**config.mk**
```make
export PLATFORM = sky130hd
export DESIGN_NAME = bool_func_engine
export DESIGN_NICKNAME = d
export VERILOG_FILES = /design/src/rtl/bool_func_pkg.sv /design/src/rtl/bool_func_cfg_loader.sv /design/src/rtl/bool_func_engine.sv
export SDC_FILE = /design/constraint.sdc
export NUM_CORES = 1
export LEC_CHECK = 0
export CAP_MARGIN = 20
export CORE_MARGIN = 4
export CORE_UTILIZATION = 31
export DETAILED_ROUTE_END_ITERATION = 8
export RECOVER_POWER = 100
export SYNTH_ARGS = -nofsm -noshare
export SYNTH_HDL_FRONTEND = slang
export SYNTH_HIERARCHICAL = 1
export SYNTH_SLANG_ARGS = --single-unit
```
**constraint.sdc**
```tcl
create_clock -name clk -period 1.8 [get_ports clk]
set_input_delay 0.36 -clock clk [delete_from_list [all_inputs] [get_ports clk]]
set_output_delay 0.36 -clock clk [all_outputs]
set_load 0.005 [all_outputs]
```
**src/rtl/bool_func_pkg.sv**
```systemverilog
// Shared types, sizing helpers and standard truth tables for the boolean function engine.
// Table bit index equals the input vector value, with in_data[N-1] as the first variable.
package bool_func_pkg;

    typedef enum logic [1:0] {
        CFG_IDLE   = 2'd0,
        CFG_LOAD   = 2'd1,
        CFG_COMMIT = 2'd2
    } cfg_state_e;

    // Returns clog2(v), never less than 1, so that single-entry indexes stay one bit wide.
    function automatic int clog2_1(input int v);
        return (v > 1) ? $clog2(v) : 1;
    endfunction

    function automatic int calc_beats(input int n, input int cfg_w);
        return (1 << n) / cfg_w;
    endfunction

    function automatic int sel_width(input int m);
        return clog2_1(m);
    endfunction

    localparam int N_DEF     = 4;
    localparam int M_DEF     = 5;
    localparam int CFG_W_DEF = 8;
    localparam int BEATS_DEF = calc_beats(N_DEF, CFG_W_DEF);
    localparam int SEL_W_DEF = sel_width(M_DEF);

    localparam logic [15:0] F_AND_OR_NOT = 16'hF222;
    localparam logic [15:0] F_NOR3       = 16'h0003;
    localparam logic [15:0] F_XOR_AND_OR = 16'h3CC0;
    localparam logic [15:0] F_NEQ3       = 16'h7EE7;
    localparam logic [15:0] F_XOR_NAND   = 16'hFCCF;

endpackage

```
**src/rtl/bool_func_cfg_loader.sv**
```systemverilog
// Config loader: collects a truth table in CFG_W-bit beats into a shadow register,
// then raises commit_en for exactly one cycle while cfg_ready is held low.
module bool_func_cfg_loader
    import bool_func_pkg::*;
#(
    parameter  int N     = 4,
    parameter  int M     = 5,
    parameter  int CFG_W = 8,
    localparam int TBL_W = 1 << N,
    localparam int SEL_W = sel_width(M),
    localparam int BEATS = calc_beats(N, CFG_W),
    localparam int BCW   = clog2_1(BEATS)
) (
    input  logic             clk,
    input  logic             rst_n,
    input  logic             i_cfg_valid,
    output logic             o_cfg_ready,
    input  logic [SEL_W-1:0] i_cfg_sel,
    input  logic [CFG_W-1:0] i_cfg_data,
    output logic             o_commit_en,
    output logic [SEL_W-1:0] o_commit_sel,
    output logic [TBL_W-1:0] o_commit_tbl
);

    localparam logic [BCW-1:0] LAST_BEAT = BCW'(BEATS - 1);

    cfg_state_e       r_state;
    cfg_state_e       w_next;
    logic [BCW-1:0]   r_beat;
    logic [SEL_W-1:0] r_sel;
    logic [TBL_W-1:0] r_shadow;
    logic             w_acc;
    logic             w_last;

    assign o_cfg_ready = (r_state != CFG_COMMIT);
    assign w_acc       = i_cfg_valid & o_cfg_ready;
    assign w_last      = (r_beat == LAST_BEAT);

    always_ff @(posedge clk or negedge rst_n) begin
        if (!rst_n) r_state <= CFG_IDLE;
        else        r_state <= w_next;
    end

    // IDLE and LOAD share a transition: the counter is 0 in IDLE, so a
    // single-beat table goes straight to COMMIT.
    always_comb begin
        w_next = r_state;
        case (r_state)
            CFG_IDLE, CFG_LOAD: begin
                if (w_acc) w_next = w_last ? CFG_COMMIT : CFG_LOAD;
            end
            CFG_COMMIT: w_next = CFG_IDLE;
            default:    w_next = CFG_IDLE;
        endcase
    end

    always_ff @(posedge clk or negedge rst_n) begin
        if (!rst_n) begin
            r_beat   <= '0;
            r_sel    <= '0;
            r_shadow <= '0;
        end else if (w_acc) begin
            if (r_state == CFG_IDLE) r_sel <= i_cfg_sel;
            for (int b = 0; b < BEATS; b++) begin
                if (r_beat == BCW'(b)) r_shadow[b*CFG_W +: CFG_W] <= i_cfg_data;
            end
            r_beat <= w_last ? '0 : r_beat + 1'b1;
        end
    end

    assign o_commit_en  = (r_state == CFG_COMMIT);
    assign o_commit_sel = r_sel;
    assign o_commit_tbl = r_shadow;

endmodule

```
**src/rtl/bool_func_engine.sv**
```systemverilog
// Runtime-programmable bank of M N-input boolean functions, evaluated through a
// single registered output stage with valid/ready flow control.
module bool_func_engine
    import bool_func_pkg::*;
#(
    parameter  int N     = 4,
    parameter  int M     = 5,
    parameter  int CFG_W = 8,
    localparam int TBL_W = 1 << N,
    localparam int SEL_W = sel_width(M)
) (
    input  logic             clk,
    input  logic             rst_n,
    input  logic             cfg_valid,
    output logic             cfg_ready,
    input  logic [SEL_W-1:0] cfg_sel,
    input  logic [CFG_W-1:0] cfg_data,
    output logic             cfg_done,
    output logic             cfg_err,
    input  logic             in_valid,
    output logic             in_ready,
    input  logic [N-1:0]     in_data,
    output logic             out_valid,
    input  logic             out_ready,
    output logic [M-1:0]     out_y
);

    logic                      w_commit_en;
    logic [SEL_W-1:0]          w_commit_sel;
    logic [TBL_W-1:0]          w_commit_tbl;
    logic [M-1:0][TBL_W-1:0]   r_tbl;
    logic [M-1:0]              w_hit;
    logic [M-1:0]              w_y;
    logic                      w_in_acc;
    logic                      r_cfg_done;
    logic                      r_cfg_err;
    logic                      r_out_valid;
    logic [M-1:0]              r_out_y;

    bool_func_cfg_loader #(
        .N     (N),
        .M     (M),
        .CFG_W (CFG_W)
    ) u_loader (
        .clk          (clk),
        .rst_n        (rst_n),
        .i_cfg_valid  (cfg_valid),
        .o_cfg_ready  (cfg_ready),
        .i_cfg_sel    (cfg_sel),
        .i_cfg_data   (cfg_data),
        .o_commit_en  (w_commit_en),
        .o_commit_sel (w_commit_sel),
        .o_commit_tbl (w_commit_tbl)
    );

    // An out-of-range select matches no entry, so it commits nothing and flags an error.
    for (genvar k = 0; k < M; k++) begin : g_fn
        assign w_hit[k] = w_commit_en && (w_commit_sel == SEL_W'(k));
        assign w_y[k]   = r_tbl[k][in_data];
    end

    always_ff @(posedge clk or negedge rst_n) begin
        if (!rst_n) begin
            r_tbl      <= '0;
            r_cfg_done <= 1'b0;
            r_cfg_err  <= 1'b0;
        end else begin
            for (int k = 0; k < M; k++) begin
                if (w_hit[k]) r_tbl[k] <= w_commit_tbl;
            end
            r_cfg_done <= w_commit_en &  (|w_hit);
            r_cfg_err  <= w_commit_en & ~(|w_hit);
        end
    end

    assign cfg_done = r_cfg_done;
    assign cfg_err  = r_cfg_err;

    // Lookup reads the live table, so a vector taken on the commit edge sees the old contents.
    assign in_ready = ~r_out_valid | out_ready;
    assign w_in_acc = in_valid & in_ready;

    always_ff @(posedge clk or negedge rst_n) begin
        if (!rst_n) begin
            r_out_valid <= 1'b0;
            r_out_y     <= '0;
        end else if (w_in_acc) begin
            r_out_valid <= 1'b1;
            r_out_y     <= w_y;
        end else if (out_ready) begin
            r_out_valid <= 1'b0;
        end
    end

    assign out_valid = r_out_valid;
    assign out_y     = r_out_y;

endmodule

```
-- Yosys cells after proc, flatten, opt, wreduce, memory -nomap -nowiden
Index checks and enable logic that the tools add are counted.
- bitwise logic cells: 8
- $mul: 0
- divide/modulo/power cells: 0
- shift operators: 0
- equality and inequality tests: 8
- $lt $le $gt $ge: 1
- muxes and demuxes: 16
- add/subtract/negate cells: 1
- reductions and logical operators: 13
- operator list (cell ; number):
    1-bit binary-select mux with 4-bit select ; 5
    1-bit two-way mux ; 8
    3-bit by 2-bit == test with 1-bit output, second input constant ; 2
    2-bit two-way mux ; 3
    2-bit AND reduction ; 3
    1-bit logical AND ; 5
    4-bit by 5-bit < comparator with 1-bit output, second input constant ; 1
    5-bit OR reduction ; 1
    1-bit bitwise AND ; 4
    3-bit by 1-bit == test with 1-bit output, second input constant ; 1
    3-bit == test, second input constant ; 1
    3-bit logical NOT ; 1
    1-bit NOT ; 3
    2-bit by 1-bit == test with 1-bit output, second input constant ; 1
    2-bit == test, second input constant ; 1
    2-bit logical NOT ; 1
    2-bit by 1-bit != test with 1-bit output, second input constant ; 1
    2-bit != test, second input constant ; 1
    2-bit nonzero test ; 1
    2-bit OR reduction ; 1
    1-bit adder, second input constant ; 1
    1-bit bitwise OR ; 1
- memories: 0
- latch bits: 0
- ROM bits: 0
- output and inout port bits: 10
- word-level logic and storage cells: 61
- register bits after elaboration: 110
- RAM bits: 0
- bits of input ports: 20

-- Depth between registers and ports, before layout
- depth after elaboration: 5
- gate-level depth with buffers: 6
- depth with buffers taken out: 5

-- By module
The synthesis kept the hierarchy.
- by module, submodules not included (module ; instances ; cells an instance ; sequential area each (sq um) ; area an instance (sq um)):
    bool_func_engine ; 1 ; 250 ; 2202.1 ; 4015.1
    bool_func_cfg_loader ; 1 ; 53 ; 550.5 ; 888.4

-- Worst setup path after synthesis
OpenSTA, ideal clock, no wires.
- path kind: reg2reg
- start point: register u_loader.r_state[0]
- end point: register r_tbl[37] (netlist bit)
- period minus slack after synthesis: 1.785 ns
- data required time: 1.675 ns
- setup slack: 0.015 ns
- setup time: 0.125 ns
- arrival time: 1.660 ns
- buffers on the path: 1
- stages on the path, launching flop included: 7
- cells stage by stage: dfrtp_1 nor2b_4 nor2b_1 nand2_1 nor2_2 buf_2 mux2_2
- word-level cells in the longest chain between the ends: 2
- RTL lines (item ; line ; RTL):
    from (decl) ; bool_func_cfg_loader.sv:27 ; cfg_state_e r_state;
    from (signal assigned) ; bool_func_cfg_loader.sv:41 ; else r_state <= w_next;
    2-bit == test ; bool_func_cfg_loader.sv:71 ; assign o_commit_en = (r_state == CFG_COMMIT);
    named net w_commit_en ; bool_func_engine.sv:28 ; logic w_commit_en;
    1-bit logical AND ; bool_func_engine.sv:58 ; assign w_hit[k] = w_commit_en && (w_commit_sel == SEL_W'(k));
    to (signal, indexed assignment) ; bool_func_engine.sv:69 ; if (w_hit[k]) r_tbl[k] <= w_commit_tbl;
    to (decl) ; bool_func_engine.sv:31 ; logic [M-1:0][TBL_W-1:0] r_tbl;
The timed path passes the listed nets, and every way through them passes these cells.
A chain may end at the register's enable or synchronous reset.

-- Worst setup path in the final report
- start point: input port in_data[1]
- end point: register r_out_y[3], in the netlist out_y[3]
- word-level cells in the longest chain between the ends: 2
- RTL lines (item ; line ; RTL):
    from (decl) ; bool_func_engine.sv:22 ; input logic [N-1:0] in_data,
    1-bit binary-select mux with 4-bit select ; bool_func_engine.sv:59 ; assign w_y[k] = r_tbl[k][in_data];
    1-bit two-way mux (implied by the code) ; bool_func_engine.sv:59 ;
    to (signal assigned) ; bool_func_engine.sv:89 ; r_out_y <= w_y;
    to (decl) ; bool_func_engine.sv:38 ; logic [M-1:0] r_out_y;
Every way passes these cells. The select of a mux whose other input is x is not followed.

==> reports/qor.yml <==
status: "finished clean"
synth_ff_type: "dfrtp_1"
synth.cell_area_sq_mm: 0.00490
syn_to_final_growth_pct: 20.9
top_layer: "met4"
clk-insertion-delay-late_ns: 0.35
rsz0062_at_grt: "false"
cp.arrival_ns: 1.98
p_leak_nw: 2.66
p_sw_share_pct: 30.1
synth_edf_count: 0
cp_num_cells: 7
synth.most_common_cell: "dfrtp_1"
grt_antenna_before_repair: 0
drv_cap: 0
rr_endpoint: "r_tbl[7]$_DFFE_PN0P_"
die_w_um: 134
powerDensity_mw_per_mm2: 1480
grt_max_degree: 30
post_drt_wl_per_cell_um: 18.2
slew_viol_final: 0
wl_met1_mm: 4.99
maxSlewHeadroom_pct: 50.8
drive_above_1_share_pct: 41.2
min_path_type: "flip-flop to flip-flop"
clk_pin_slew_ns: 0.07
fin_crit_ns: 1.74
holdWs_ns: 0.499
numClockSinks: 110
cp-startpoint: "in_data[1]"
start_util_pct: 31.9
skew_ns: 0.00668
finalHoldViolations: 0
worstSetupEndpointType: "flip-flop"
start_kind: "input port"
vias: 2769
rrSetupSlack_ns: 0.12
final_util_pct: 38.6
synthTopCellsByArea: "dfrtp_1 56%, mux2_2 22%, mux4_1 8.0%"
io_pins: 30
period_share_pct: 96.9
required_ns: 2.03
die_height_um: 134
nets: 379
drtAntennaViolNets: 0
cp_slowest_stage_delay_ns: 0.50
dp_hpwl_mm: 7.49
setup_violations: 0
die_area_sq_mm: 0.0179
cts_max_path_buffers: 2
hold_start: "r_tbl[56]$_DFFE_PN0P_"
wl_met3_um: 397
core_area_sq_mm: 0.0154
synth-seq-cells: 110
p_comb_share_pct: 26.4
n_antenna_cell: 0
drt-total-wl_mm: 10.4
seq_area_frac_synth_pct: 56.1
yosysWarnings: 6
r2r_cells: 6
max_freq_mhz: 574
synth_nets: 323
cp_slowest_cell: "mux4_2"
grt_pass1_wl_mm: 16.9
io_buffers: 29
wl_met2_mm: 4.93
ir_worst_vdd_mv: 0.794
routabilityCongestion: 0.739
cts_max_level: 3
grt_pass1_vias: 2984
p_seq_share_pct: 52.8
setup_tns_ns: 0
async_flop_share_pct: 100
critPathTopFamily: "buffers and inverters"
cts_made_buffers: 9
crit_buf_inv: 3
cp_max_fo: 8
synth_cells: 303
vias_per_cell: 4.82
crit_chain: "clkdlybuf4s15_2 -> bufbuf_16 -> buf_4 -> mux4_2 -> nor2b_1 -> a21oi_1 -> a221o_1"
cts_tree: "done"
clockRootBuffer: "clkbuf_16"
p_switching_w: 0.00265
crit_end: "out_y[3]$_DFFE_PN0P_"
p_clk_share_pct: 20.8
dr.pass1.iters: 4
synth_top_area_cell: "dfrtp_1"
pre_cts_ws_ns: -0.572
overflow: 0
worstSetupPathType: "input port to flip-flop"
synth.distinct_cells: 35
rows: 45
drt_iter0_drc: 133
r2r_start: "u_loader/r_state[0]$_DFFE_PN0P_"
synth_top_area_share_pct: 56.1
grtUsageTotal_pct: 12.5
drc_errors: 0
internal_power_w: 0.00614
ys_top_cells_by_count: "110 x dfrtp_1, 95 x mux2_2, 15 x mux4_1, 9 x buf_2"
synth.avg_cell_area_sq_um: 16.2
setup_ws_ns: 0.0566
worstMarginPinSlew_ns: 0.738
==> power by group through the flow <==
stage | Combinational (W) | Sequential (W) | Clock (W)
final | 0.00232 | 0.00464 | 0.00183
after global routing | 0.00255 | 0.00480 | 0.00199
after CTS | 0.00252 | 0.00465 | 0.00190
after detailed placement | 0.00245 | 0.00471 | 0
after global placement | 0.00237 | 0.00465 | 0
after floorplan | 0.00193 | 0.00414 | 0
==> through the flow <==
step | total power (W) | cells | area [sq um]
6_report | 0.00879 | 575 | 5930
5_1_grt | 0.00934 | 575 | 5930
4_1_cts | 0.00907 | 575 | 6030
3_5_place_dp | 0.00716 | 550 | 5650
3_3_place_gp | 0.00701 | 550 | 5650
2_1_floorplan | 0.00607 | 303 | 4900
==> layer usage <==
layer | track usage, % | up-vias
li1 | - | 1248
met1 | 17.3 | 1462
met2 | 19.5 | 50
met3 | 2.87 | 9
met4 | 3.60 | 0
met5 | 0 | -
==> what timing repair did <==
item / in CTS / in global routing
setup endpoints to repair: 7 / 1
setup buffers: 7 / 0
resized for setup: 6 / 1
cloned: 1 / 0
endpoints found under the hold margin: 25 / 0
hold buffers: 1 / 0
==> layout by cell type (no fill, tap or decap), types with 2 or more instances in the layout <==
| cell type | synthesis | layout |
|---|---|---|
| nand2_1 | 4 | 4 |
| a2111oi_0 | 2 | 2 |
| a21oi_1 | 2 | 2 |
| a221o_1 | 5 | 5 |
| dfrtp_1 | 110 | 110 |
| clkinvlp_4 | 0 | 2 |
| clkbuf_2 | 0 | 3 |
| dlymetal6s2s_1 | 0 | 2 |
| clkinv_2 | 0 | 2 |
| dlygate4sd3_1 | 0 | 11 |
| nor2_1 | 6 | 7 |
| nand3_1 | 2 | 2 |
| mux2i_1 | 8 | 8 |
| mux4_2 | 2 | 2 |
| and3_1 | 1 | 2 |
| nand2b_1 | 4 | 4 |
| inv_1 | 1 | 2 |
| mux2_1 | 0 | 7 |
| dlygate4sd2_1 | 0 | 2 |
| clkbuf_4 | 0 | 3 |
| clkinv_4 | 0 | 3 |
| buf_12 | 0 | 6 |
| buf_4 | 0 | 16 |
| mux2_2 | 95 | 95 |
| mux4_1 | 15 | 15 |
| clkdlybuf4s50_1 | 0 | 14 |
| clkbuf_16 | 0 | 9 |
| nor2b_1 | 6 | 6 |
==> layout make-up <==
type / count / area [sq um]
Inverter: 2 / 7.51
Fill cell: 1443 / 9440
Multi-Input combinational cell: 175 / 2000
Tap cell: 211 / 264
Clock inverter: 7 / 51.3
Clock buffer: 9 / 225
Timing Repair Buffer: 61 / 623
Sequential cell: 110 / 2750
==> cells by family (layout without fill, tap and decap cells) <==
group           count (synthesis)  in the layout  synth area share [%]
mux                           128            128                  34.9
flops                         110            110                  56.1
simple gates                   35             35                  4.67
buf+inv                        18             79                  2.30
compound gates                 11             11                  1.86
xor+xnor                        1              1                 0.179
==> how the worst min path moves through the flow <==
stage | endpoint | slack (ns) | cells after the start
after global placement | out_y[3]$_DFFE_PN0P_ | 0.33 | 1
after floorplan | cfg_done$_DFF_PN0_ | 0.06 | 0
final | r_tbl[56]$_DFFE_PN0P_ | 0.50 | 1
after global routing | r_tbl[64]$_DFFE_PN0P_ | 0.51 | 1
after detailed placement | r_tbl[56]$_DFFE_PN0P_ | 0.34 | 1
after CTS | r_tbl[27]$_DFFE_PN0P_ | 0.50 | 1
==> sequential cells by signal, summed over array words and instances, names as in the netlist <==
register	cells
cfg_done	1
out_valid	1
cfg_err	1
u_loader/r_state	2
u_loader/r_beat	1
u_loader/o_commit_tbl	16
out_y	5
u_loader/o_commit_sel	3
r_tbl	80
Note: power is estimated with default switching activity, not from simulation.
